**src/rtl/aes_pkg.sv**
```systemverilog
// Shared AES controller definitions: FSM state encoding, standard round
// counts and round-index width sizing.
package aes_pkg;

   typedef enum logic [2:0] {
      IDLE,
      INIT,
      ROUND,
      FINAL,
      OUT
   } aes_state_e;

   localparam int unsigned AES128_ROUNDS = 10;
   localparam int unsigned AES192_ROUNDS = 12;
   localparam int unsigned AES256_ROUNDS = 14;

   // Smallest round-index width able to hold 0..num_rounds.
   function automatic int unsigned aes_min_cnt_size(input int unsigned num_rounds);
      int unsigned w;
      w = 0;
      while ((64'd1 << w) < (64'(num_rounds) + 64'd1)) w = w + 1;
      return w;
   endfunction

endpackage

```
**src/rtl/aes_round_ctrl.sv**
```systemverilog
// AES round sequencer: accepts one block, steps INIT / full rounds / final
// round while stalling on key availability, then holds the result until taken.
module aes_round_ctrl
   import aes_pkg::*;
#(
   parameter int unsigned NUM_ROUNDS = AES128_ROUNDS,
   parameter int unsigned CNT_SIZE   = 4
) (
   input  logic                clk,
   input  logic                rst,
   input  logic                i_in_valid,
   output logic                o_in_ready,
   input  logic                i_key_valid,
   input  logic                i_abort,
   output logic [CNT_SIZE-1:0] o_round,
   output logic                o_ld_state,
   output logic                o_rnd_en,
   output logic                o_final,
   output logic                o_busy,
   output logic                o_out_valid,
   input  logic                i_out_ready
);

   localparam logic [CNT_SIZE-1:0] LAST_FULL = CNT_SIZE'(NUM_ROUNDS - 1);
   localparam logic [CNT_SIZE-1:0] LAST_RND  = CNT_SIZE'(NUM_ROUNDS);

   aes_state_e          r_state;
   aes_state_e          w_state_nxt;
   logic [CNT_SIZE-1:0] r_round;
   logic [CNT_SIZE-1:0] w_round_nxt;

   always_ff @(posedge clk) begin
      if (rst) begin
         r_state <= IDLE;
         r_round <= '0;
      end else begin
         r_state <= w_state_nxt;
         r_round <= w_round_nxt;
      end
   end

   always_comb begin
      w_state_nxt = r_state;
      w_round_nxt = r_round;
      o_in_ready  = 1'b0;
      o_ld_state  = 1'b0;
      o_rnd_en    = 1'b0;
      o_final     = 1'b0;
      o_out_valid = 1'b0;
      o_busy      = (r_state != IDLE);

      case (r_state)
         IDLE: begin
            // Gated by rst so nothing is offered while the block is held in reset.
            o_in_ready = ~i_abort & ~rst;
            if (i_in_valid) begin
               w_state_nxt = INIT;
               w_round_nxt = '0;
            end
         end
         INIT: begin
            o_ld_state = i_key_valid;
            if (i_key_valid) begin
               w_state_nxt = ROUND;
               w_round_nxt = CNT_SIZE'(1);
            end
         end
         ROUND: begin
            o_rnd_en = i_key_valid;
            if (i_key_valid) begin
               if (r_round == LAST_FULL) begin
                  w_state_nxt = FINAL;
                  w_round_nxt = LAST_RND;
               end else begin
                  w_round_nxt = r_round + 1'b1;
               end
            end
         end
         FINAL: begin
            o_final  = 1'b1;
            o_rnd_en = i_key_valid;
            if (i_key_valid) w_state_nxt = OUT;
         end
         OUT: begin
            o_out_valid = 1'b1;
            if (i_out_ready) begin
               w_state_nxt = IDLE;
               w_round_nxt = '0;
            end
         end
         default: begin
            w_state_nxt = IDLE;
            w_round_nxt = '0;
         end
      endcase

      // Abort overrides every transition, including an IDLE accept.
      if (i_abort) begin
         w_state_nxt = IDLE;
         w_round_nxt = '0;
      end
   end

   assign o_round = r_round;

endmodule

```
**config.mk**
```make
export PLATFORM = sky130hd
export DESIGN_NAME = aes_round_ctrl
export DESIGN_NICKNAME = d
export VERILOG_FILES = /design/src/rtl/aes_pkg.sv /design/src/rtl/aes_round_ctrl.sv
export SDC_FILE = /design/constraint.sdc
export NUM_CORES = 1
export LEC_CHECK = 0
export CAP_MARGIN = 30
export CORE_AREA = 2 2 39 41
export CTS_BUF_LIST = sky130_fd_sc_hd__clkbuf_8
export CTS_CLUSTER_SIZE = 25
export DETAILED_ROUTE_END_ITERATION = 6
export DIE_AREA = 0 0 41 43
export PLACE_DENSITY_LB_ADDON = 0.05
export SYNTH_ARGS = -nofsm -noshare
export SYNTH_HDL_FRONTEND = slang
export SYNTH_SLANG_ARGS = --single-unit
```
**constraint.sdc**
```tcl
create_clock -name clk -period 2.2 [get_ports clk]
set_input_delay 0.22 -clock clk [delete_from_list [all_inputs] [get_ports clk]]
set_output_delay 0.22 -clock clk [all_outputs]
set_load 0.02 [all_outputs]
```
==> results of run 1 <==
==> registers in the layout, summed over array words and instances, names as in the netlist <==
signal / flops
r_state: 3
o_round: 4
==> worst min path at each step <==
| stage | from | endpoint | slack, ns |
|---|---|---|---|
| 6_report | o_round[3] | o_round[3] | 0.52 |
| 5_1_grt | o_round[2] | o_round[2] | 0.57 |
| 4_1_cts | o_round[3] | o_round[3] | 0.52 |
| 3_5_place_dp | o_round[3] | o_round[3] | 0.50 |
| 3_3_place_gp | o_round[3] | o_round[3] | 0.51 |
| 2_1_floorplan | i_abort | o_round[0] | 0.29 |
==> worst max-delay path: cells and delay by family (launching register included) <==
family                 cells  cell delay, ns
and+or+nand+nor            2            0.58
DFF                        1            0.40
buffers and inverters      1            0.63
==> cell type report <==
class                      instances  area (sq um)
inverter                           2          7.51
timing repair buffer              16           158
clock inverter                     1          3.75
clock buffer                       3          41.3
tap                               16          20.0
sequential                         7           140
fill                             147           659
multi-input combinational         47           354
==> per-stage QoR <==
stage,total power (W),cells,util [%],hold slack [ns],instance area [sq um]
CTS,0.000367,92,52.4,0.517,724
finish,0.000360,92,52.4,0.516,724
floorplan,0.000167,59,-,0.291,526
detailed placement,0.000191,88,49.1,0.504,679
global route,0.000381,92,52.4,0.567,724
global placement,0.000191,88,49.1,0.515,679
==> power groups by stage <==
stage	Combinational [W]	Sequential [W]	Clock, W
2_1_floorplan	0.0000333	0.000134	0
3_3_place_gp	0.0000547	0.000136	0
3_5_place_dp	0.0000545	0.000136	0
4_1_cts	0.0000548	0.000134	0.000178
5_1_grt	0.0000592	0.000135	0.000187
6_report	0.0000540	0.000134	0.000171
==> cells by family (layout without fill, tap and decap cells) <==
family / after synthesis / in the layout / synth area share (%)
AO/OA/AOI/OAI: 12 / 12 / 20.9
XOR/XNOR: 1 / 1 / 1.67
buffers and inverters: 5 / 22 / 5.95
adder cells (fa/ha/maj): 2 / 2 / 4.76
AND/OR/NAND/NOR: 32 / 32 / 40.0
flip-flops: 7 / 7 / 26.7
==> synth_stat cells, drive strengths merged (2+ instances only) <==
cell and count:
nor2 6, inv 2, o31ai 2, buf 3
a21boi 4, nor3b 2, nor4b 2, nand2 2
ha 2, dfxtp 7, nand3 3, and3b 3
or3 2, nor3 3
==> routing by layer <==
metal	global-route usage, %	vias up	wire length (um)
met4	10.0	0	0
li1	-	253	-
met3	1.57	0	42
met5	0	-	0
met1	23.1	222	579
met2	20.6	10	500
==> out/qor.csv, run 1 <==
metric,value,unit
power_frac_comb,15.0,%
ctsHoldBuffers,0,
syn-num-nets,67,
worstSetupPathType,register to output pin,
die_h,43,um
whs_path_depth,2,
yosys.area.top_type,dfxtp_1,
cap_viol_max_count,0,
initial_core_util,38.0,%
io_pins,16,
grt_max_degree,12,
cts_tree,built,
drive_gt1_share,17.1,%
antenna_left,0,
track_usage,15.6,%
cts_setup_buffers,0,
io_buffers,15,
clock_latency,0.22,ns
drt_wl_total,1120,um
worstPathRequired,1.98,ns
synth.cell_area,526,sq um
hold_path.class,register to register,
mostFrequentLayoutCells,"clkdlybuf4s50_1, dfxtp_1, nor2_1",
clock_path_buffers,2,
antenna_cells,0,
max_stage_delay,0.63,ns
ys_types,36,
tightestPinTransition,0.403,ns
grt_pass1_wl,1880,um
yosys-top-cells-area,"dfxtp_1, a2111oi_4, ha_1, and3b_2, nor2_1",
min_period,2.05,ns
rsz0062_at_grt,no,
power_frac_clock,47.6,%
r2r_start,r_state[1],
fin_tns_setup,0,ns
status,"finished, final reports clean",
grt_pass1_vias,437,
h-tree-depth,1,
fin_crit_sh,93.2,%
rows,14,
max_slew_margin,73.1,%
hold_viol,0,
synthFlopType,dfxtp_1,
seq_power_share,37.4,%
worstSetupStartpointType,register,
drc_errors,0,
die_w,41,um
dr.pass1.iters,4,
p_leak,0.262,nW
via_count,485,
arrival,1.83,ns
p_int,0.000279,W
overflow,0,
syn_inst,59,
p_per_area,496,nW/um^2
clock.fmax,488,MHz
layout.nets,85,
synth_edf_count,0,
postSynth.asyncResetShare,0,%
area_delta_synth_final,37.9,%
antenna_found_initial,0,
r2r_cells,4,
pre_cts_slack,0.150,ns
place_congestion,0.771,
r2r_slack,0.59,ns
crit_fanout,10,
drt_iter0_drc,3,
critPathSlowestCell,clkdlybuf4s50_1,
vias_per_cell,5.27,
finalSetupViolations,0,
p_switching,0.0000803,W
endpoint,o_in_ready,
fin_ws,0.150,ns
ys_seq_area_share,26.7,%
final_max_slew_viol_count,0,
cp_cell_sequence,"or3_1, nor3_1, clkdlybuf4s50_1",
startpoint,r_state[2],
numCtsBuffers,3,
synth_area_per_cell,8.91,sq um
vdd_drop_max,0.404,mV
yosys_warnings,0,
layout_commonest_cell,clkdlybuf4s50_1,
switching_share,22.3,%
core,1380,sq um
post_cts_resized,0,
synth_top_area_share,26.7,%
cts_sinks,7,
wl_per_cell,12.2,um
yosys_register_bits,7,
cts_root_buf,clkbuf_8,
clk_pin_slew,0.04,ns
worstReg2RegEnd,o_round[0],
critPathCaptureType,output pin,
clock_skew,0.00181,ns
dieArea,1760,sq um
No activity file was read; power rests on OpenSTA's default activity.
==> run 2: changes to the inputs <==
- ABC_AREA: not set -> 1
==> out/qor.csv, run 2 <==
metric,value,unit,change
synth_area_per_cell,5.74,sq um,-36%
cap_viol_max_count,0,,unchanged
fin_area,762,sq um,+5.2%
syn_inst,94,,+59%
vdd_drop_max,0.329,mV,-19%
fin_crit_sh,83.5,%,-9.7 points
max_slew_margin,82.6,%,+9.5 points
dpl-instance-area,717,sq um,+5.5%
core,1380,sq um,unchanged
p_leak,0.412,nW,+57%
worstPathRequired,1.98,ns,about the same
dpl.cell_count,126,,+43%
p_per_area,570,nW/um^2,+15%
die_w,41,um,unchanged
clock_latency,0.22,ns,about the same
largest_reg_flops,4,,unchanged
cp_cell_sequence,"nor2_2, nand2_1, nor2_1, clkdlybuf4s50_1",,
p_total,0.000434,W,+21%
numCtsBuffers,3,,unchanged
critPathSlowestCell,clkdlybuf4s50_1,,
rows,14,,unchanged
yosys_register_bits,7,,unchanged
layout.nets,123,,+45%
area_delta_synth_final,41.3,%,
cts_sinks,7,,unchanged
arrival,1.62,ns,-0.21 ns
clock.fmax,545,MHz,+12%
cts_tree,built,,
post_cts_resized,0,,unchanged
die_h,43,um,unchanged
io_buffers,15,,unchanged
clock_path_buffers,2,,unchanged
grt_pass1_wl,1860,um,-1.4%
postSynth.asyncResetShare,0,%,unchanged
crit_fanout,6,,-4
synth.most_common_cell,nor2_1,,
synth_common_cells,"nor2_1, nand2_1, inv_1, dfxtp_1, nand3_1",,
place_congestion,0.774,,+0.35%
via_count,565,,+16%
path_buf_inv,1,,unchanged
synthFlopType,dfxtp_1,,
vias_per_cell,4.35,,-18%
dr.pass1.iters,2,,-2
ys_types,16,,-56%
synth.cell_area,539,sq um,+2.6%
drt_iter0_drc,1,,-2
hold_viol,0,,unchanged
ctsHoldBuffers,0,,unchanged
io_pins,16,,unchanged
clk_pin_slew,0.04,ns,about the same
clock_skew,0.000199,ns,-0.00161 ns
critPathCaptureType,output pin,,
syn-num-nets,102,,+52%
antenna_left,0,,unchanged
grt_pass1_vias,481,,+10%
yosys-top-cells-area,"dfxtp_1, nor2_1, nand2_1, inv_1, nand3_2",,
h-tree-depth,1,,unchanged
grt_max_degree,8,,-4
cts_setup_buffers,0,,unchanged
synth_edf_count,0,,unchanged
finalSetupViolations,0,,unchanged
status,"finished, final reports clean",,
mostFrequentLayoutCells,"nor2_1, nand2_1, inv_1",,
hold_path.class,register to register,,
crit_family,buffers and inverters,,
worstSetupStartpointType,register,,
hpwl,939,um,
layout_commonest_cell,nor2_1,,
yosys.area.top_type,dfxtp_1,,
initial_core_util,39.0,%,+0.99 points
drc_errors,0,,unchanged
antenna_cells,0,,unchanged
dieArea,1760,sq um,unchanged
ys_seq_area_share,26.0,%,-0.68 points
max_stage_delay,0.60,ns,-0.03 ns
overflow,0,,unchanged
n_fill_cell,162,,+10%
min_period,1.84,ns,-0.213 ns
rsz0062_at_grt,no,,
wl_per_cell,8.82,um,-28%
yosys_warnings,0,,unchanged
drt_wl_total,1150,um,+2.1%
tightestPinTransition,0.261,ns,-0.142 ns
synth_top_area_share,26.0,%,-0.68 points
fin_tns_setup,0,ns,unchanged
antenna_found_initial,0,,unchanged
fin_cells,130,,+41%
fin_util,55.1,%,+2.7 points
worstSetupPathType,register to output pin,,
track_usage,15.2,%,-0.42 points
final_max_slew_viol_count,0,,unchanged
cts_root_buf,clkbuf_8,,
drive_gt1_share,13.2,%,-3.9 points
[run 2: cell count changes in the layout (fill, tap and decap cells not counted), moves of 3 or more]
cell,delta
inv_1,+15
nand2_1,+19
nand2_2,+3
nand3_2,+3
nor2_1,+19
nor3_1,-3
[run 2: path summary, 6_finish.rpt]
kind               from          to  slack [ns]  cells past startpoint
max reg2reg  o_round[0]  r_state[2]        0.92                      8
min          o_round[3]  o_round[3]        0.54                      2
min reg2reg  o_round[3]  o_round[3]        0.54                      2
max          r_state[2]  o_in_ready        0.36                      4
[run 2: cells by family (layout without fill, tap and decap cells)]
logic type / count (synthesis) / in the layout / share of synthesized area [%]
compound gates: 6 / 6 / 6.50
fa+ha+maj: 2 / 2 / 4.64
buf+inv: 19 / 39 / 13.2
flops: 7 / 7 / 26.0
simple gates: 60 / 60 / 49.7
[run 2: metal layers]
metal / global-route usage, % / routed length, um / up-vias
li1: - / - / 324
met1: 21.8 / 602 / 230
met2: 22.5 / 498 / 9
met3: 1.57 / 30 / 2
met4: 6.00 / 14 / 0
met5: 0 / 0 / -
[run 2: worst register-to-register path: cells and delay by family, from the launching register on]
kind	cells	cell delay, ns
AND/OR/NAND/NOR	7	0.56
adder cells (fa/ha/maj)	1	0.20
flip-flops	1	0.40
[run 2: final cells by class]
type	instances	area [sq um]	share of cell area, %
multi-input combinational	68	328	43.0
clock buffer	3	41.3	5.42
timing repair buffer	16	158	20.7
clock inverter	1	3.75	0.493
sequential	7	140	18.4
tap	16	20.0	2.63
inverter	19	71.3	9.36
[run 2: metrics by stage]
stage	setup slack, ns	hold WS [ns]
after CTS	0.344	0.550
after floorplan	0.887	0.421
final	0.363	0.544
after detailed placement	0.433	0.544
after global routing	0.241	0.577
after global placement	0.446	0.534
[run 2: power breakdown]
group          switching, W  internal (W)  leakage, nW  total (W)
combinational     0.0000658     0.0000499        0.328   0.000116
clock             0.0000528      0.000120       0.0269   0.000173
sequential        0.0000110      0.000135       0.0569   0.000146
==> run 3: changes to the inputs <==
- clock period: 2.2 -> 1.53 ns (I/O delays scaled with it)
==> out/qor.csv, run 3 (synthesis results as in run 2) <==
metric,value,unit,change
critPathSlowestCell,clkdlybuf4s50_1,,
path_buf_inv,1,,unchanged
drc_errors,0,,unchanged
cp_cell_sequence,clkdlybuf4s50_1,,
fin_ws,0.0871,ns,-0.276 ns
grt_max_degree,8,,unchanged
area_delta_synth_final,50.6,%,
drt_wl_total,1240,um,+8.6%
cts_root_buf,clkbuf_8,,
worstSetupPathType,register to output pin,,
mostFrequentLayoutCells,"nor2_1, nand2_1, inv_1",,
rsz0062_at_grt,no,,
layout.nets,130,,+5.7%
io_pins,16,,unchanged
dieArea,1760,sq um,unchanged
worstPathRequired,1.38,ns,-0.60 ns
clock_latency,0.22,ns,about the same
clock_path_buffers,2,,unchanged
antenna_cells,0,,unchanged
hold_path.class,register to register,,
drt_iter0_drc,4,,+3
core,1380,sq um,unchanged
arrival,1.29,ns,-0.33 ns
track_usage,18.0,%,+2.8 points
antenna_left,0,,unchanged
numCtsBuffers,3,,unchanged
cap_viol_max_count,0,,unchanged
hold_viol,0,,unchanged
max_stage_delay,0.64,ns,+0.04 ns
p_per_area,788,nW/um^2,+38%
rows,14,,unchanged
critPathCaptureType,output pin,,
hpwl,1060,um,+13%
grt_pass1_wl,2240,um,+20%
dr.pass1.iters,4,,+2
die_h,43,um,unchanged
min_period,1.44,ns,
wl_per_cell,9.08,um,+3.0%
p_leak,0.458,nW,+11%
pre_cts_slack,-0.0789,ns,-0.512 ns
largest_reg_flops,4,,unchanged
layout_commonest_cell,nor2_1,,
final_max_slew_viol_count,0,,unchanged
worstSetupStartpointType,register,,
fin_area,812,sq um,+6.6%
clock_skew,0.000448,ns,+0.000249 ns
fin_crit_sh,94.3,%,
io_buffers,15,,unchanged
cts_sinks,7,,unchanged
crit_fanout,6,,unchanged
via_count,617,,+9.2%
clk_pin_slew,0.04,ns,about the same
vdd_drop_max,0.704,mV,+110%
place_congestion,0.779,,+0.63%
overflow,0,,unchanged
max_slew_margin,84.8,%,+2.2 points
p_total,0.000640,W,+47%
die_w,41,um,unchanged
drive_gt1_share,19.0,%,+5.9 points
vias_per_cell,4.50,,+3.6%
antenna_found_initial,0,,unchanged
status,"finished, final reports clean",,
h-tree-depth,1,,unchanged
tightestPinTransition,0.227,ns,-0.0333 ns
cts_setup_buffers,0,,unchanged
cts_tree,built,,
dpl-instance-area,769,sq um,+7.3%
clock.fmax,693,MHz,
grt_pass1_vias,580,,+21%
initial_core_util,39.0,%,unchanged
crit_family,buffers and inverters,,
finalSetupViolations,0,,unchanged
==> run 3: cell count changes in the layout (fill, tap and decap cells not counted), sizes merged <==
cell and change:
buf +7, clkdlybuf4s50 -6, clkdlybuf4s15 +3, dlygate4sd2 +3
==> run 3: cell type report <==
class / count / area [sq um]
Fill cell: 146 / 572
Multi-Input combinational cell: 68 / 328
Timing Repair Buffer: 23 / 206
Sequential cell: 7 / 141
Inverter: 19 / 71.3
Clock buffer: 3 / 41.3
Tap cell: 16 / 20.0
Clock inverter: 1 / 3.75
==> run 3: worst register-to-register path, cell delays in order (launching register included) <==
cell,delay [ns]
dfxtp_1,0.41
nor2_2,0.07
buf_4,0.15
nand2_2,0.10
inv_2,0.05
nand2_2,0.07
nand2_2,0.06
nor2_1,0.15
nand2_1,0.07
nand2_1,0.05
nor2_1,0.03
==> run 3: worst paths after layout <==
kind	cells past startpoint	slack (ns)	endpoint	from
worst max-delay path	1	0.09	o_round[0]	o_round[0]
worst min-delay path	2	0.53	o_round[2]	o_round[2]
worst max register to register	10	0.21	r_state[2]	r_state[2]
worst min register to register	2	0.53	o_round[2]	o_round[2]
==> run 3: routing by layer <==
layer  track usage (%)  up-vias  wire (um)  part of all wire, %
li1                  -      336          -                    -
met1              22.4      265        583                   47
met2              29.7       14        600                   48
met3              4.71        2         49                  3.9
met4              4.00        0         10                 0.80
met5                 0        -          0                    0
==> run 3: what timing repair did <==
item                                    4_1_cts  5_1_grt
pin swaps                                     0        0
gates resized for setup                       6        4
cloned                                        0        0
endpoints found under the setup margin        6        4
hold buffers                                  0        0
==> run 3: power by group <==
| group | internal, W | leakage, nW | switching [W] | total, W |
|---|---|---|---|---|
| registers | 0.000194 | 0.0573 | 0.0000162 | 0.000210 |
| logic | 0.0000790 | 0.374 | 0.000101 | 0.000180 |
| clock network | 0.000173 | 0.0269 | 0.0000764 | 0.000250 |
==> run 3: stage by stage <==
step	util [%]	TNS, ns	hold slack, ns	cells
final	58.7	0	0.530	137
after global routing	58.7	0	0.567	137
after CTS	58.3	0	0.532	137
after detailed placement	55.6	-0.0791	0.525	133
after global placement	55.6	-0.0789	0.516	133
after floorplan	-	0	0.354	94
